===== src/rtl/inst_fetch_ctrl_pkg.sv =====
// Shared definitions for the instruction fetch controller: bus widths,
// the ROM chip-enable levels, the default reset vector and the FSM state
// encodings. The states are plain localparams so that older tools and
// legacy code can share the same constants.
package inst_fetch_ctrl_pkg;

  localparam int InstAddrBus = 32;
  localparam int InstBus     = 32;

  localparam logic [InstBus-1:0]     ZeroWord    = '0;
  localparam logic                   ChipEnable  = 1'b1;
  localparam logic                   ChipDisable = 1'b0;
  localparam logic [InstAddrBus-1:0] ResetVector = 32'h0000_0000;

  localparam logic [1:0] IDLE   = 2'd0;
  localparam logic [1:0] FETCH  = 2'd1;
  localparam logic [1:0] STALL  = 2'd2;
  localparam logic [1:0] BRPEND = 2'd3;

  // Instructions are word aligned, so a redirect target keeps only its
  // word-address bits.
  function automatic logic [InstAddrBus-1:0] align_addr(input logic [InstAddrBus-1:0] addr);
    return {addr[InstAddrBus-1:2], 2'b00};
  endfunction

endpackage


===== src/rtl/inst_fetch_ctrl_if_id.sv =====
// IF/ID pipeline register. Captures the fetched PC/instruction when
// load_i is set, inserts a bubble (valid low) when bubble_i is set and
// otherwise holds its contents, which is how a decode stall is honoured.
//   clk, rst_n      : clock, asynchronous active-low reset
//   load_i          : capture pc_i/inst_i as a valid instruction
//   bubble_i        : mark the register empty (takes priority over load_i)
//   pc_i, inst_i    : PC and instruction word being fetched
//   pc_o, inst_o    : registered PC and instruction for decode
//   valid_o         : pc_o/inst_o hold a real instruction
module inst_fetch_ctrl_if_id
  import inst_fetch_ctrl_pkg::*;
(
  input  logic                   clk,
  input  logic                   rst_n,
  input  logic                   load_i,
  input  logic                   bubble_i,
  input  logic [InstAddrBus-1:0] pc_i,
  input  logic [InstBus-1:0]     inst_i,
  output logic [InstAddrBus-1:0] pc_o,
  output logic [InstBus-1:0]     inst_o,
  output logic                   valid_o
);

  logic [InstAddrBus-1:0] pc_q;
  logic [InstBus-1:0]     inst_q;
  logic                   valid_q;

  // NOTE: clocked state uses non-blocking assignments so every register
  // samples the pre-edge values of the others.
  always_ff @(posedge clk or negedge rst_n) begin
    if (!rst_n) begin
      pc_q    <= '0;
      inst_q  <= ZeroWord;
      valid_q <= 1'b0;
    end else if (bubble_i) begin
      valid_q <= 1'b0;
    end else if (load_i) begin
      pc_q    <= pc_i;
      inst_q  <= inst_i;
      valid_q <= 1'b1;
    end
  end

  assign pc_o    = pc_q;
  assign inst_o  = inst_q;
  assign valid_o = valid_q;

endmodule


===== src/rtl/inst_fetch_ctrl.sv =====
// Instruction fetch controller. Owns the PC and the fetch FSM, drives the
// instruction ROM, and hands fetched instructions to decode through the
// IF/ID register. A redirect seen while decode is stalled is parked in
// pend_addr and applied once the stall clears; the first one wins.
//   clk, rst             : clock, asynchronous active-low reset
//   stall                : decode cannot accept an instruction this cycle
//   branch_flag          : redirect requested this cycle
//   branch_target_addr   : redirect address (low two bits dropped)
//   rom_ce, rom_addr     : ROM chip enable and byte address (= PC)
//   rom_inst             : ROM read data, valid in the same cycle
//   if_pc/if_inst/if_valid : instruction handed to decode
//   misalign_err         : pulse when an accepted/latched target is unaligned
module inst_fetch_ctrl
  import inst_fetch_ctrl_pkg::*;
#(
  parameter logic [31:0] ResetVector = inst_fetch_ctrl_pkg::ResetVector
) (
  input  logic        clk,
  input  logic        rst,
  input  logic        stall,
  input  logic        branch_flag,
  input  logic [31:0] branch_target_addr,
  output logic        rom_ce,
  output logic [31:0] rom_addr,
  input  logic [31:0] rom_inst,
  output logic [31:0] if_pc,
  output logic [31:0] if_inst,
  output logic        if_valid,
  output logic        misalign_err
);

  logic [1:0]             state_q, state_d;
  logic [InstAddrBus-1:0] pc_q, pc_d;
  logic [InstAddrBus-1:0] pend_addr_q, pend_addr_d;
  logic                   load, bubble, misalign;
  logic [InstAddrBus-1:0] target;

  assign target = align_addr(branch_target_addr);

  // NOTE: every signal assigned here gets a default first, so no path
  // through the case can leave one unassigned and infer a latch.
  always_comb begin
    state_d     = state_q;
    pc_d        = pc_q;
    pend_addr_d = pend_addr_q;
    load        = 1'b0;
    bubble      = 1'b0;
    misalign    = 1'b0;
    unique case (state_q)
      IDLE: state_d = FETCH;
      // STALL with stall low behaves exactly like FETCH for that cycle.
      FETCH, STALL: begin
        if (!stall) begin
          state_d = FETCH;
          if (branch_flag) begin
            pc_d     = target;
            bubble   = 1'b1;
            misalign = |branch_target_addr[1:0];
          end else begin
            pc_d = pc_q + 32'd4;  // wraps modulo 2^32
            load = 1'b1;
          end
        end else if (branch_flag) begin
          state_d     = BRPEND;
          pend_addr_d = target;
          misalign    = |branch_target_addr[1:0];
        end else begin
          state_d = STALL;
        end
      end
      // Later redirects are ignored here; the parked one is applied as
      // soon as decode frees up.
      BRPEND: begin
        if (!stall) begin
          state_d = FETCH;
          pc_d    = pend_addr_q;
          bubble  = 1'b1;
        end
      end
      default: state_d = IDLE;
    endcase
  end

  always_ff @(posedge clk or negedge rst) begin
    if (!rst) begin
      state_q     <= IDLE;
      pc_q        <= ResetVector;
      pend_addr_q <= '0;
    end else begin
      state_q     <= state_d;
      pc_q        <= pc_d;
      pend_addr_q <= pend_addr_d;
    end
  end

  assign rom_ce       = (state_q == IDLE) ? ChipDisable : ChipEnable;
  assign rom_addr     = pc_q;
  assign misalign_err = misalign;

  inst_fetch_ctrl_if_id u_if_id (
    .clk      (clk),
    .rst_n    (rst),
    .load_i   (load),
    .bubble_i (bubble),
    .pc_i     (pc_q),
    .inst_i   (rom_inst),
    .pc_o     (if_pc),
    .inst_o   (if_inst),
    .valid_o  (if_valid)
  );

endmodule


===== config.mk =====
export PLATFORM = sky130hd
export DESIGN_NAME = inst_fetch_ctrl
export DESIGN_NICKNAME = d
export VERILOG_FILES = /design/src/rtl/inst_fetch_ctrl_pkg.sv /design/src/rtl/inst_fetch_ctrl_if_id.sv /design/src/rtl/inst_fetch_ctrl.sv
export SDC_FILE = /design/constraint.sdc
export NUM_CORES = 1
export LEC_CHECK = 0
export CAP_MARGIN = 0
export CORE_ASPECT_RATIO = 0.75
export CORE_MARGIN = 3
export CORE_UTILIZATION = 49
export DETAILED_ROUTE_END_ITERATION = 7
export PLACE_DENSITY = 0.84
export RECOVER_POWER = 50
export SYNTH_ARGS = -nofsm -noshare
export SYNTH_HDL_FRONTEND = slang
export SYNTH_HIERARCHICAL = 1
export SYNTH_SLANG_ARGS = --single-unit

===== constraint.sdc =====
create_clock -name clk -period 3.05 [get_ports clk]
set_clock_uncertainty 0.2 [all_clocks]
set_input_delay 0.305 -clock clk [delete_from_list [all_inputs] [get_ports clk]]
set_output_delay 0.305 -clock clk [all_outputs]
set_load 0.1 [all_outputs]

==> flow_summary.ini, run 1 <==
[synth]
ys.flop_type = dfrtp_1
avgSynthCellArea_um2 = 11.9
synth_area_um2 = 6380
ys_ff_latch = 127
synth_top_area_cell = dfrtp_1
synthDistinctLibCells = 66
yosysSeqAreaShare = 0.498
netlist_instances = 534
synthTopCellsByArea = dfrtp_1 50%, mux2_4 14%, mux2_2 5.5%
synth_edf_count = 0
ys_warn_count = 6
async_flop_share = 1.00
netlist.area_leader.share = 0.498

[layout]
antenna_cells = 0
layout-drive-gt1-share = 0.259
area_growth_pct = 29.5
nets = 772
layout_commonest_cell = dfrtp_1
final_cell_mix = 127 x dfrtp_1, 66 x clkdlybuf4s50_1, 63 x clkbuf_1, 60 x mux2_4, 40 x buf_4

[sta]
fin_setup_tns_ns = 0
setup_violations = 0
slew_headroom = 0.0945
hold_viol_final = 0
rsz0062_at_grt = no
period_minus_slack_ns = 2.66
worst_slew_pin_slew_ns = 1.36
slew_viol_final = 0
fmax_mhz = 376
fin_ws_ns = 0.391
post-route-period-util = 0.872

[clocking]
htreeDepth = 4
cts_root_buf = clkbuf_16
clkTransAtPathRegs_ns = 0.06
clk_latency_ns = 0.42
clock-sinks = 127
cts_buffers = 17
cts_tree = yes
cts-root-to-sink-buffers = 2
ctsResizeCount = 0

[floorplanning]
fp-row-count = 35
die-area_um2 = 14400
initial_core_util = 0.511
fp.dieW_um = 138
die_y_um = 105
core_um2 = 12500
io_pins = 167

[grt]
grtUsageTotal = 0.241
antenna_found_initial = 0
grt_pass1_wl_mm = 27.5
grt_pass1_vias = 5261
grt_max_degree = 56
grt_overflow = 0

[worst_setup_path]
r2r-end = rom_addr[26]
cp_max_fo = 26
crit_chain = ha_1 > buf_4 > nand2b_1 > o22ai_1 > nor2_1 > a21oi_1 > a211oi_1
slowest_delay_ns = 0.55
path_buf_inv = 1
ff2ff_setup_slack_ns = 0.39
crit_family = simple AND/OR/NAND/NOR gates
ff2ff_path_depth = 7
start_kind = register
cp-end-kind = register
arrival_ns = 2.77
required_ns = 3.16
slowest_stage = ha_1
crit_type = reg2reg
regToRegStartpoint = state_q[1]

[min_path]
holdPathEnd = pend_addr_q[12]
hold_path_class = in2reg
holdCritStartpoint = branch_target_addr[12]
worstHoldPathCells = 3

[detailed_routing]
wire_per_inst_um = 19.5
wl_mm = 17.2
vias = 5173
drt-pass1-iter-count = 5
drc = 0
postRouteAntennaNets = 0
drt_iter0_drc = 562
vias_per_cell = 5.89

[flow_run]
maxCapViolCount = 0

[place]
portBuffers = 164
gp_congestion = 0.947
post-place-ws_ns = 0.454
dp_hpwl_mm = 11.9

[run_status]
status = completed
worst max-delay path by stage:
stage                      startpoint          endpoint  slack (ns)  cells past startpoint
after detailed placement        stall  u_if_id/pc_o[29]        0.45                      6
after floorplan           rom_addr[8]      rom_addr[13]        0.41                      5
after global routing              rst      rom_addr[27]        0.19                      3
final                      state_q[1]      rom_addr[26]        0.39                      7
after CTS                  state_q[1]      rom_addr[26]        0.49                      7
after global placement    branch_flag      rom_addr[24]        0.61                      7
cell type report:
class	count	area, µm²
tap	166	208
fill	967	4220
clock inverter	13	163
clock buffer	19	453
sequential	127	3180
multi-input combinational	366	2910
inverter	11	41.3
timing repair buffer	177	1310
routing by layer:
metal | vias to the layer above | routed length, µm | track usage
li1 | 2285 | - | -
met1 | 2541 | 7200 | 0.334
met2 | 304 | 8090 | 0.371
met3 | 43 | 1540 | 0.0664
met4 | 0 | 340 | 0.0719
met5 | - | 0 | 0
through the flow:
step                hold slack [ns]  area (µm²)  instances  utilization
CTS                           0.286        8510        879        0.682
detailed placement            0.194        7890        846        0.632
global placement              0.181        7890        846        0.632
floorplan                    -0.191        6390        537            -
finish                        0.296        8260        879        0.662
global route                  0.292        8260        879        0.662
cells by family after synthesis:
| kind of cell | share of synthesized area |
|---|---|
| AND/OR/NAND/NOR | 0.109 |
| flip-flops | 0.498 |
| AO/OA/AOI/OAI | 0.124 |
| multiplexers | 0.199 |
| buffers and inverters | 0.0475 |
| XOR/XNOR | 0.0137 |
| adder cells (fa/ha/maj) | 0.00785 |
| other | 0.000588 |
flip-flops by register name, summed over array words and instances, names as in the netlist:
name	cells
u_if_id/inst_o	32
state_q	2
pend_addr_q	30
u_if_id/pc_o	32
rom_addr	30
u_if_id/valid_o	1
synth_stat cells, drive strengths merged, types with 3 or more instances:
library cell	instances
xnor2	7
o22ai	13
mux2	91
a21oi	38
o31a	3
inv	11
a22oi	4
nand4	6
o22a	4
ha	4
and3	7
nor3	9
xor2	3
nand3	19
a31oi	5
dfrtp	127
nor2	33
nand2	36
and2	4
o21ai	26
clkbuf	11
a211oi	7
nor2b	3
a221oi	6
buf	22
tightest hold or removal path, delay by kind of cell:
family | cells | cell delay, ns
buffers and inverters | 2 | 0.48
AO/OA/AOI/OAI | 1 | 0.08
what timing repair did:
action                    in CTS  in global routing
buffers inserted               0                  0
hold endpoints to repair      51                  0
hold buffers                   1                  0
Power of run 1 is left out: the tool's default activity adds up to more than one toggle a clock period on the data nets, which glitch-free logic cannot reach.
==> run 2, diff against run 1 <==
--- a/config.mk
+++ b/config.mk
@@ -10,7 +10,7 @@
 export CORE_MARGIN = 3
 export CORE_UTILIZATION = 49
 export DETAILED_ROUTE_END_ITERATION = 7
-export PLACE_DENSITY = 0.84
+export PLACE_DENSITY_LB_ADDON = 0.08
 export RECOVER_POWER = 50
 export SYNTH_ARGS = -nofsm -noshare
 export SYNTH_HDL_FRONTEND = slang
==> constraint.sdc (replaced) <==
create_clock -name clk -period 2.6 [get_ports clk]
set_clock_uncertainty 0.2 [all_clocks]
set_input_delay 0.26 -clock clk [delete_from_list [all_inputs] [get_ports clk]]
set_output_delay 0.26 -clock clk [all_outputs]
set_load 0.1 [all_outputs]
==> run 2 against run 1 <==
Effect of this change: the flow now finishes with violations (capacitance limit, slew limit); via count down 1.4%; sequential share of layout area down 0.62 points; hold slack worse by 0.046 ns; largest cell class unchanged; critical path depth unchanged.
==> flow_summary.ini, run 2 (synthesis results as in run 1) <==
[layout]
ff_latch_area_um2 = 3180
multi_input_area_um2 = 2910
num-fill-cells = 993
area_growth_pct = 31.8
antenna_cells = 0
layout-drive-gt1-share = 0.296
nets = 781
final_cell_mix = 123 x dfrtp_1, 66 x clkdlybuf4s50_1, 63 x buf_4, 60 x mux2_4, 48 x clkbuf_1
layout_commonest_cell = dfrtp_1
final_design_area_no_fill_um2 = 8410

[floorplanning]
fp-row-count = 35
initial_core_util = 0.511
die-area_um2 = 14400
io_pins = 167
fp.dieW_um = 138
core_um2 = 12500
die_y_um = 105

[clocking]
htreeDepth = 4
cts_buffers = 17
cts_post_setup_buffers_inserted = 0
cts-root-to-sink-buffers = 2
cts_root_buf = clkbuf_16
clk_latency_ns = 0.41
clkTransAtPathRegs_ns = 0.06
clock-sinks = 127
cts_tree = yes

[detailed_routing]
drc = 0
wire_per_inst_um = 19.3
drt-pass1-iter-count = 6
wl_met2_mm = 7.98
vias_per_cell = 5.74
postRouteAntennaNets = 0
drt-met1-wl_mm = 7.82
drt_iter0_drc = 361
wl_met3_mm = 1.23
wl_mm = 17.2
top_layer = met4
vias = 5099

[grt]
grt_overflow = 0
grt_pass1_wl_mm = 27.1
grt_pass1_vias = 5058
grt_max_degree = 59
grtUsageTotal = 0.239
antenna_found_initial = 0

[sta]
rsz0062_at_grt = no
fin_ws_ns = 0.154
post-route-period-util = 0.941
slew_viol_final = 58
fin_setup_tns_ns = 0
worst_slew_pin_slew_ns = 1.51
hold_viol_final = 0
slew_headroom = -0.00443
fmax_mhz = 409
setup_violations = 0
period_minus_slack_ns = 2.45

[run_status]
status = finished with violations
violations = capacitance limit, slew limit

[min_path]
hold_path_class = in2reg

[place]
post-place-ws_ns = 0.204
gp_congestion = 0.849
portBuffers = 164
dp_hpwl_mm = 11.8
place_area_um2 = 7980

[worst_setup_path]
cp_max_fo = 47
crit_chain = inv_1 > ha_1 > a21oi_1 > nor3_1 > nor2b_4 > buf_12 > mux2_4
slowest_delay_ns = 0.48
slowest_stage = ha_1
crit_type = reg2reg
required_ns = 2.69
cp-end-kind = register
start_kind = register
arrival_ns = 2.54

[flow_run]
maxCapViolCount = 1
-- run 2: changes by cell type in the layout (fill, tap and decap cells not counted) --
| cell | previous run | this run |
|---|---|---|
| clkbuf_1 | 63 | 48 |
| buf_12 | 4 | 5 |
| buf_4 | 40 | 63 |
| clkinv_2 | 3 | 2 |
| dfrtp_1 | 127 | 123 |
| inv_6 | 1 | 0 |
| clkbuf_4 | 1 | 0 |
| clkinvlp_4 | 3 | 5 |
| buf_6 | 0 | 1 |
| ha_1 | 4 | 3 |
| ha_2 | 0 | 1 |
| dfrtp_2 | 0 | 4 |
-- run 2: what timing repair did --
item / in CTS / in global routing
setup endpoints to repair: 0 / 1
gates resized for setup: 0 / 1
endpoints found under the hold margin: 56 / 0
hold buffers: 1 / 0
-- run 2: routing by layer --
layer | vias to the layer above | global-route usage
met2 | 225 | 0.365
met5 | - | 0
met3 | 22 | 0.0544
met1 | 2548 | 0.352
li1 | 2304 | -
met4 | 0 | 0.0501
-- run 2: cell type report --
cell class                      count  share of cell area
Clock buffer                       19              0.0539
Inverter                           11             0.00491
Tap cell                          166              0.0247
Timing Repair Buffer              186               0.172
Multi-Input combinational cell    366               0.346
Clock inverter                     13              0.0195
Sequential cell                   127               0.379
-- run 2: worst max-delay path, delay by kind of cell, from the launching register on --
kind / cells / cell delay [ns]
flip-flops: 1 / 0.38
AO/OA/AOI/OAI: 1 / 0.12
adder cells (fa/ha/maj): 1 / 0.48
buffers and inverters: 2 / 0.30
AND/OR/NAND/NOR: 2 / 0.44
multiplexers: 1 / 0.35
-- run 2: final timing paths --
kind,cells past startpoint,slack [ns],from,to
setup reg to reg,7,0.15,state_q[0],u_if_id/inst_o[6]
max in group asynchronous,3,0.40,rst,pend_addr_q[18]
min in group asynchronous,2,0.56,rst,u_if_id/pc_o[16]
setup / recovery,7,0.15,state_q[0],u_if_id/inst_o[6]
hold reg to reg,1,0.30,pend_addr_q[7],pend_addr_q[7]
hold / removal,3,0.25,branch_target_addr[12],pend_addr_q[12]
-- run 2: through the flow --
step | hold slack [ns] | util | std cells
6_report | 0.250 | 0.674 | 888
5_1_grt | 0.247 | 0.674 | 888
4_1_cts | 0.207 | 0.689 | 888
3_5_place_dp | 0.0729 | 0.639 | 855
3_3_place_gp | 0.0662 | 0.639 | 855
2_1_floorplan | -0.236 | - | 537
Power of run 2 is left out for the same reason.
